**config.mk**
```make
export PLATFORM = sky130hd
export DESIGN_NAME = req_encoder_4to2_flat
export DESIGN_NICKNAME = d
export VERILOG_FILES = /design/src/rtl/req_encoder_4to2_pkg.sv /design/src/rtl/req_encoder_4to2_if.sv /design/src/rtl/req_encoder_4to2_prio_pick_msb.sv /design/src/rtl/req_encoder_4to2.sv /design/src/flat_wrapper.sv
export SDC_FILE = /design/constraint.sdc
export NUM_CORES = 1
export LEC_CHECK = 0
export CAP_MARGIN = 10
export CORE_UTILIZATION = 33
export CTS_CLUSTER_SIZE = 28
export DETAILED_ROUTE_END_ITERATION = 16
export GPL_TIMING_DRIVEN = 0
export RECOVER_POWER = 100
export SLEW_MARGIN = 30
export SYNTH_ARGS = -nofsm -noshare
export SYNTH_HDL_FRONTEND = slang
export SYNTH_HIERARCHICAL = 1
export SYNTH_SLANG_ARGS = --single-unit
```
**constraint.sdc**
```tcl
create_clock -name clk -period 4 [get_ports clk]
set_clock_uncertainty 0.05 [all_clocks]
set_input_delay 0.8 -clock clk [delete_from_list [all_inputs] [get_ports clk]]
set_output_delay 0.8 -clock clk [all_outputs]
set_load 0.05 [all_outputs]
```
**src/rtl/req_encoder_4to2_pkg.sv**
```systemverilog
// rtl/req_encoder_4to2_pkg.sv - shared constants, index type and one-hot helper for the request encoder
package enc_pkg;

    localparam int N_DEF     = 4;
    localparam int W_DEF     = 2;
    localparam int CNT_W_DEF = 8;
    localparam int N_MAX     = 16;

    typedef logic [W_DEF-1:0] idx_t;

    // Wide enough for the largest supported N; callers slice to their own width.
    function automatic logic [N_MAX-1:0] onehot_of(input logic [3:0] idx);
        logic [N_MAX-1:0] m;
        m      = '0;
        m[idx] = 1'b1;
        return m;
    endfunction

endpackage

```
**src/rtl/req_encoder_4to2_if.sv**
```systemverilog
// rtl/req_encoder_4to2_if.sv - valid/ready index output port of the request encoder
interface req_encoder_4to2_if #(
    parameter int W = 2
);
    logic         out_valid;
    logic         out_ready;
    logic [W-1:0] out_idx;

    modport master (output out_valid, output out_idx, input out_ready);
    modport slave  (input out_valid, input out_idx, output out_ready);
endinterface

```
**src/rtl/req_encoder_4to2_prio_pick_msb.sv**
```systemverilog
// rtl/req_encoder_4to2_prio_pick_msb.sv - combinational highest-set-bit finder, inverse of the 2-to-4 decoder
module prio_pick_msb #(
    parameter int N = 4,
    parameter int W = $clog2(N)
) (
    input  logic [N-1:0] vec,
    output logic         found,
    output logic [W-1:0] idx
);

    // Ascending scan: the last set bit seen is the highest, so it wins.
    always_comb begin
        found = 1'b0;
        idx   = '0;
        for (int i = 0; i < N; i++) begin
            if (vec[i]) begin
                found = 1'b1;
                idx   = W'(i);
            end
        end
    end

endmodule

```
**src/rtl/req_encoder_4to2.sv**
```systemverilog
// rtl/req_encoder_4to2.sv - latches request lines as pending and streams the highest pending index
module req_encoder_4to2
    import enc_pkg::*;
#(
    parameter int N     = N_DEF,
    parameter int W     = $clog2(N),
    parameter int CNT_W = CNT_W_DEF
) (
    input  logic                 clk,
    input  logic                 rst_n,
    input  logic [N-1:0]         req,
    input  logic                 flush,
    req_encoder_4to2_if.master   out_if,
    output logic [N-1:0]         pending,
    output logic [CNT_W-1:0]     coalesce_cnt
);

    localparam int PW = $clog2(N + 1);

    logic [N-1:0]     pending_q, pending_d;
    logic             out_valid_q, out_valid_d;
    logic [W-1:0]     out_idx_q, out_idx_d;
    logic [CNT_W-1:0] cnt_q, cnt_d;

    logic             found;
    logic [W-1:0]     pick_idx;
    logic             load;
    logic [N_MAX-1:0] oh;
    logic [N-1:0]     load_mask;
    logic [PW-1:0]    coal;
    logic [CNT_W:0]   sum;

    prio_pick_msb #(.N(N), .W(W)) u_pick (
        .vec   (pending_q),
        .found (found),
        .idx   (pick_idx)
    );

    always_comb begin
        load      = found && (!out_valid_q || out_if.out_ready);
        oh        = onehot_of(4'(pick_idx));
        load_mask = load ? oh[N-1:0] : '0;
    end

    // A request on a bit that is already pending and not leaving this edge is coalesced.
    always_comb begin
        coal = '0;
        for (int i = 0; i < N; i++) begin
            coal = coal + PW'(req[i] & pending_q[i] & ~load_mask[i]);
        end
        sum = {1'b0, cnt_q} + (CNT_W + 1)'(coal);
    end

    always_comb begin
        pending_d   = (pending_q & ~load_mask) | req;
        out_valid_d = out_valid_q;
        out_idx_d   = out_idx_q;
        cnt_d       = sum[CNT_W] ? '1 : sum[CNT_W-1:0];
        if (load) begin
            out_valid_d = 1'b1;
            out_idx_d   = pick_idx;
        end else if (out_valid_q && out_if.out_ready) begin
            out_valid_d = 1'b0;
        end
        // Flush drops everything queued, including this cycle's requests, but keeps the count.
        if (flush) begin
            pending_d   = '0;
            out_valid_d = 1'b0;
            out_idx_d   = out_idx_q;
            cnt_d       = cnt_q;
        end
    end

    always_ff @(posedge clk or negedge rst_n) begin
        if (!rst_n) begin
            pending_q   <= '0;
            out_valid_q <= 1'b0;
            out_idx_q   <= '0;
            cnt_q       <= '0;
        end else begin
            pending_q   <= pending_d;
            out_valid_q <= out_valid_d;
            out_idx_q   <= out_idx_d;
            cnt_q       <= cnt_d;
        end
    end

    assign out_if.out_valid = out_valid_q;
    assign out_if.out_idx   = out_idx_q;
    assign pending          = pending_q;
    assign coalesce_cnt     = cnt_q;

endmodule
```
**src/flat_wrapper.sv**
```systemverilog
// flat-port wrapper written by rule: the top's interface ports become plain ports
module req_encoder_4to2_flat import enc_pkg::*;
#(
    parameter int N     = N_DEF,
    parameter int W     = $clog2(N),
    parameter int CNT_W = CNT_W_DEF
)
  (clk, rst_n, req, flush, pending, coalesce_cnt, out_if_out_valid, out_if_out_idx, out_if_out_ready);
  req_encoder_4to2_if #(.W(W)) out_if_i ();
  input  logic clk;
  input  logic rst_n;
  input  logic [N-1:0] req;
  input  logic flush;
  output logic [N-1:0] pending;
  output logic [CNT_W-1:0] coalesce_cnt;
  output wire logic [$bits(out_if_i.out_valid)-1:0] out_if_out_valid;
  output wire logic [$bits(out_if_i.out_idx)-1:0] out_if_out_idx;
  input wire logic [$bits(out_if_i.out_ready)-1:0] out_if_out_ready;
  assign out_if_out_valid = out_if_i.out_valid;
  assign out_if_out_idx = out_if_i.out_idx;
  assign out_if_i.out_ready = out_if_out_ready;
  req_encoder_4to2 #(.N(N), .W(W), .CNT_W(CNT_W)) u_core (.clk(clk), .rst_n(rst_n), .req(req), .flush(flush), .out_if(out_if_i), .pending(pending), .coalesce_cnt(coalesce_cnt));
endmodule
```
==> summary by stage <==
Status
The flow ran to the end, and the final reports show no timing, DRC or antenna violations.

STA
Setup violations remaining at the end of the flow were counted as 0. The period utilization is 0.967. The number of slew-limit violations in the final report is 0. Headroom to the max-slew limit came out at 0.520. The hold violation count in the final report was 0.

The minimum period implied by the final worst setup slack is 3.87 ns. The transition time of the tightest slew-check pin is 0.717 ns. Derived from the worst setup path, the maximum achievable clock frequency is 0.258 GHz. The accumulated negative setup slack is 0 ns.

Power
The power per cell area is 529 nW/µm². The leakage power of the design is 0.000589 µW. The highest ir drop seen on vdd is 0.000324 V.

Worst setup path
In this run the critical register-to-register path is captured at u_core/coalesce_cnt[6]. Along the worst path, the maximum fanout reaches 6. For this design, the slowest cell found on the critical path is fa_1. Measured in cells, the most critical reg-to-reg path has a length of 15. By startpoint and endpoint, the worst setup path is classified as in2reg. The launching element type of the critical path is an input pin. The biggest cell delay along the critical path is 0.51 ns. Tracing the worst setup path back leads to its startpoint at out_if_out_ready.

STA puts the critical path data arrival time at 4.02 ns. Traced cell by cell, the critical path runs through clkdlybuf4s50_1 > nand2b_4 > nand2_2 > o31ai_1 > or2_2 > fa_1 > inv_1 > ha_1 > ha_4 > inv_1 > fa_1 > and2b_1 > o21a_4 > a31oi_1 > a41oi_1. The startpoint of the lowest-slack register-to-register path is u_core/pending[2]. The setup check on the worst reg-to-reg path leaves a slack of 0.15 ns. Data on the critical path is required at its endpoint by 4.15 ns. The element type at the critical path end is a flip-flop.

Yosys
Synthesis inferred 15 register bits. For this run, the number of Yosys warnings is 6. After technology mapping, the gate count stands at 88.

The mean area per synthesized cell is 9.91 µm². After synthesis, the netlist uses 32 different library cells. Of the post-synthesis cell area, the dominant cell type holds 0.430.

The cell type with the highest aggregate area in the netlist is dfrtp_1. The post-synth design cell area is 872 µm². Of the synthesized area, sequential elements account for 0.430.

Counting every net in the synthesized netlist gives 103. In the post-synthesis netlist, the biggest area contributors are dfrtp_1, ha_1, inv_1, fa_1, mux2_2.

Floorplan
The die footprint is 2850 µm². The height of the die is 53.4 µm. The area of the placeable core is 2480 µm². The count of boundary I/O pins is 23. For this configuration, the core starts out at a cell density of 0.352. The floorplan has 18 rows. The die is 53.4 µm wide.

Place
The weighted congestion reported at the end of routability-driven placement is 0.799. Including well taps, the total number of placed cells is 140. The total half-perimeter wirelength after legalization and detailed placement is 1.29 mm.

The quantity of I/O buffers inserted on ports is 22.

Cells and area
The net count of the finished layout is 132. After the flow finishes, the layout carries non-filler instances totaling 146. The area growth from synthesis to layout is 39.3%.

The area taken by flip-flops and latches is 375 µm². The number of inserted filler cells in the final layout is 250. The final antenna diode count is 0.

In the final layout, the multi-input gates occupy 483 µm². Of the cells placed in the final design, the portion with a size suffix greater than 1 is 0.164.

Clock tree
The deepest clock path buffer count is 2. The number of levels the H-tree was split into is 1. The root buffer cell chosen for the clock tree is clkbuf_4. After clock tree synthesis, the flow added hold-fix buffers numbering 0. The clock drives 15 sinks. The total clock buffers created by CTS is 3. The clock slew at the register clock pins of the worst setup and hold paths is 0.09 ns. The CTS tree is done. The clock latency on the worst-skew pair is 0.28 ns.

Min path
The type of the worst min-delay path is reg2reg. The startpoint of the worst hold path is u_core/out_if.out_idx[0]. The sink of the worst hold path is u_core/out_if.out_idx[0]. Along the worst hold path, the cell count comes to 1.

Detailed routing
For this block, the initial DRC count from the detailed router was 9. In this run the remaining antenna-violating nets after routing total 0. The number of optimization iterations in the first detailed-route pass is 4. The routed layout has 718 vias. The routed design has 1.84 mm of wire. In the routed design, unresolved DRC markers number 0. In the final routed layout, each cell accounts on average for 12.6 µm. Dividing the detail-routed via count by the number of cells gives 4.92.

GRT
The total global-route track usage is 0.145. The number of global-route vias before repair was 733. The total overflow left after global routing is 0.

The largest net degree at the start of global routing is 16. The initial antenna violation count came to 0. The wire length of the first global-routing pass is 2.96 mm.

Flow run
The max capacitance violation total is 0.
## cell families after synthesis
logic type,count (synthesis),synth area share
DFF,15,0.430
muxes,4,0.0502
AOI/OAI and AO/OA,18,0.154
and+or+nand+nor,27,0.162
xor gates and xnor gates,2,0.0201
buffers and inverters,15,0.0660
adders and majority gates,7,0.118
## placed cells by master, fill, tap and decap left out, types with 2 or more instances in the layout
cell type         n
buf_4             2
or2_2             2
inv_1            14
nand2_1           7
o31ai_1           2
dfrtp_1          15
ha_1              4
o2111ai_1         2
clkdlybuf4s50_1   5
nor2b_1           2
xor2_1            2
mux2_2            3
fa_1              2
nor2_1            5
clkbuf_4          3
and2b_1           2
dlygate4sd3_1    17
a41oi_1           3
a21oi_1           4
## flip-flops by register name, summed over array words and instances, names as in the netlist
signal / flops
u_core/out_if.out_idx: 2
u_core/coalesce_cnt: 8
u_core/pending: 4
u_core/out_if.out_valid: 1
## worst max-delay path, delay by kind of cell
family | cells | cell delay, ns
adder cells (fa/ha/maj) | 4 | 1.41
buffers and inverters | 3 | 0.49
AO/OA/AOI/OAI | 4 | 0.53
AND/OR/NAND/NOR | 4 | 0.79
## worst max path at each step
stage                     slack [ns]  depth (start not counted)                endpoint
after detailed placement       -0.28                         15  u_core/coalesce_cnt[2]
after CTS                       0.05                         15  u_core/coalesce_cnt[2]
after global routing           -0.03                         15  u_core/coalesce_cnt[6]
after floorplan                 0.06                         15  u_core/coalesce_cnt[6]
final                           0.13                         15  u_core/coalesce_cnt[6]
after global placement         -0.21                         15  u_core/coalesce_cnt[2]
## layout make-up
| type | instances | area share |
|---|---|---|
| inverter | 14 | 0.0433 |
| timing repair buffer | 24 | 0.194 |
| tap | 30 | 0.0309 |
| clock buffer | 3 | 0.0185 |
| clock inverter | 1 | 0.00412 |
| buffer | 1 | 0.00309 |
| multi-input combinational | 58 | 0.398 |
| sequential | 15 | 0.309 |
## report_power, final
part	total (µW)	leakage (µW)	internal, µW	switching, µW
Combinational	333	0.000388	118	215
Sequential	223	0.000183	189	34.2
Clock	86.5	0.0000177	37.1	49.4
## synth_stat cells (all sizes together)
library cell and n:
a211o 1, a21o 1, a21oi 4, a31oi 1, a41oi 3, and2 1, and2b 2, and3 1
buf 1, dfrtp 15, fa 2, ha 5, inv 14, mux2 3, mux2i 1, nand2 8
nand2b 1, nand3 2, nor2 5, nor2b 2, nor3 1, o2111ai 2, o211ai 1, o21a 2
o311ai 1, o31ai 2, or2 3, or3 1, xor2 2
## metrics by stage
step	hold slack, ns	utilization	instance area [µm²]	worst slack, ns	power, µW
global placement	0.450	0.456	1130	-0.205	563
detailed placement	0.449	0.456	1130	-0.280	565
finish	0.460	0.490	1210	0.131	643
floorplan	0.454	-	872	0.0609	456
global route	0.478	0.490	1210	-0.0272	691
CTS	0.471	0.467	1160	0.0491	657
## what timing repair did
action	CTS	global route
endpoints found under the setup margin	0	8
buffers inserted	0	2
gates resized for setup	0	8
## layer usage
layer / GRT usage / up-vias / wire length, µm
met5: 0 / - / 0
met3: 0.0259 / 0 / 101
met2: 0.242 / 22 / 903
met4: 0.0658 / 0 / 0
met1: 0.179 / 337 / 835
li1: - / 359 / -
Power figures use the tool's default switching activity.
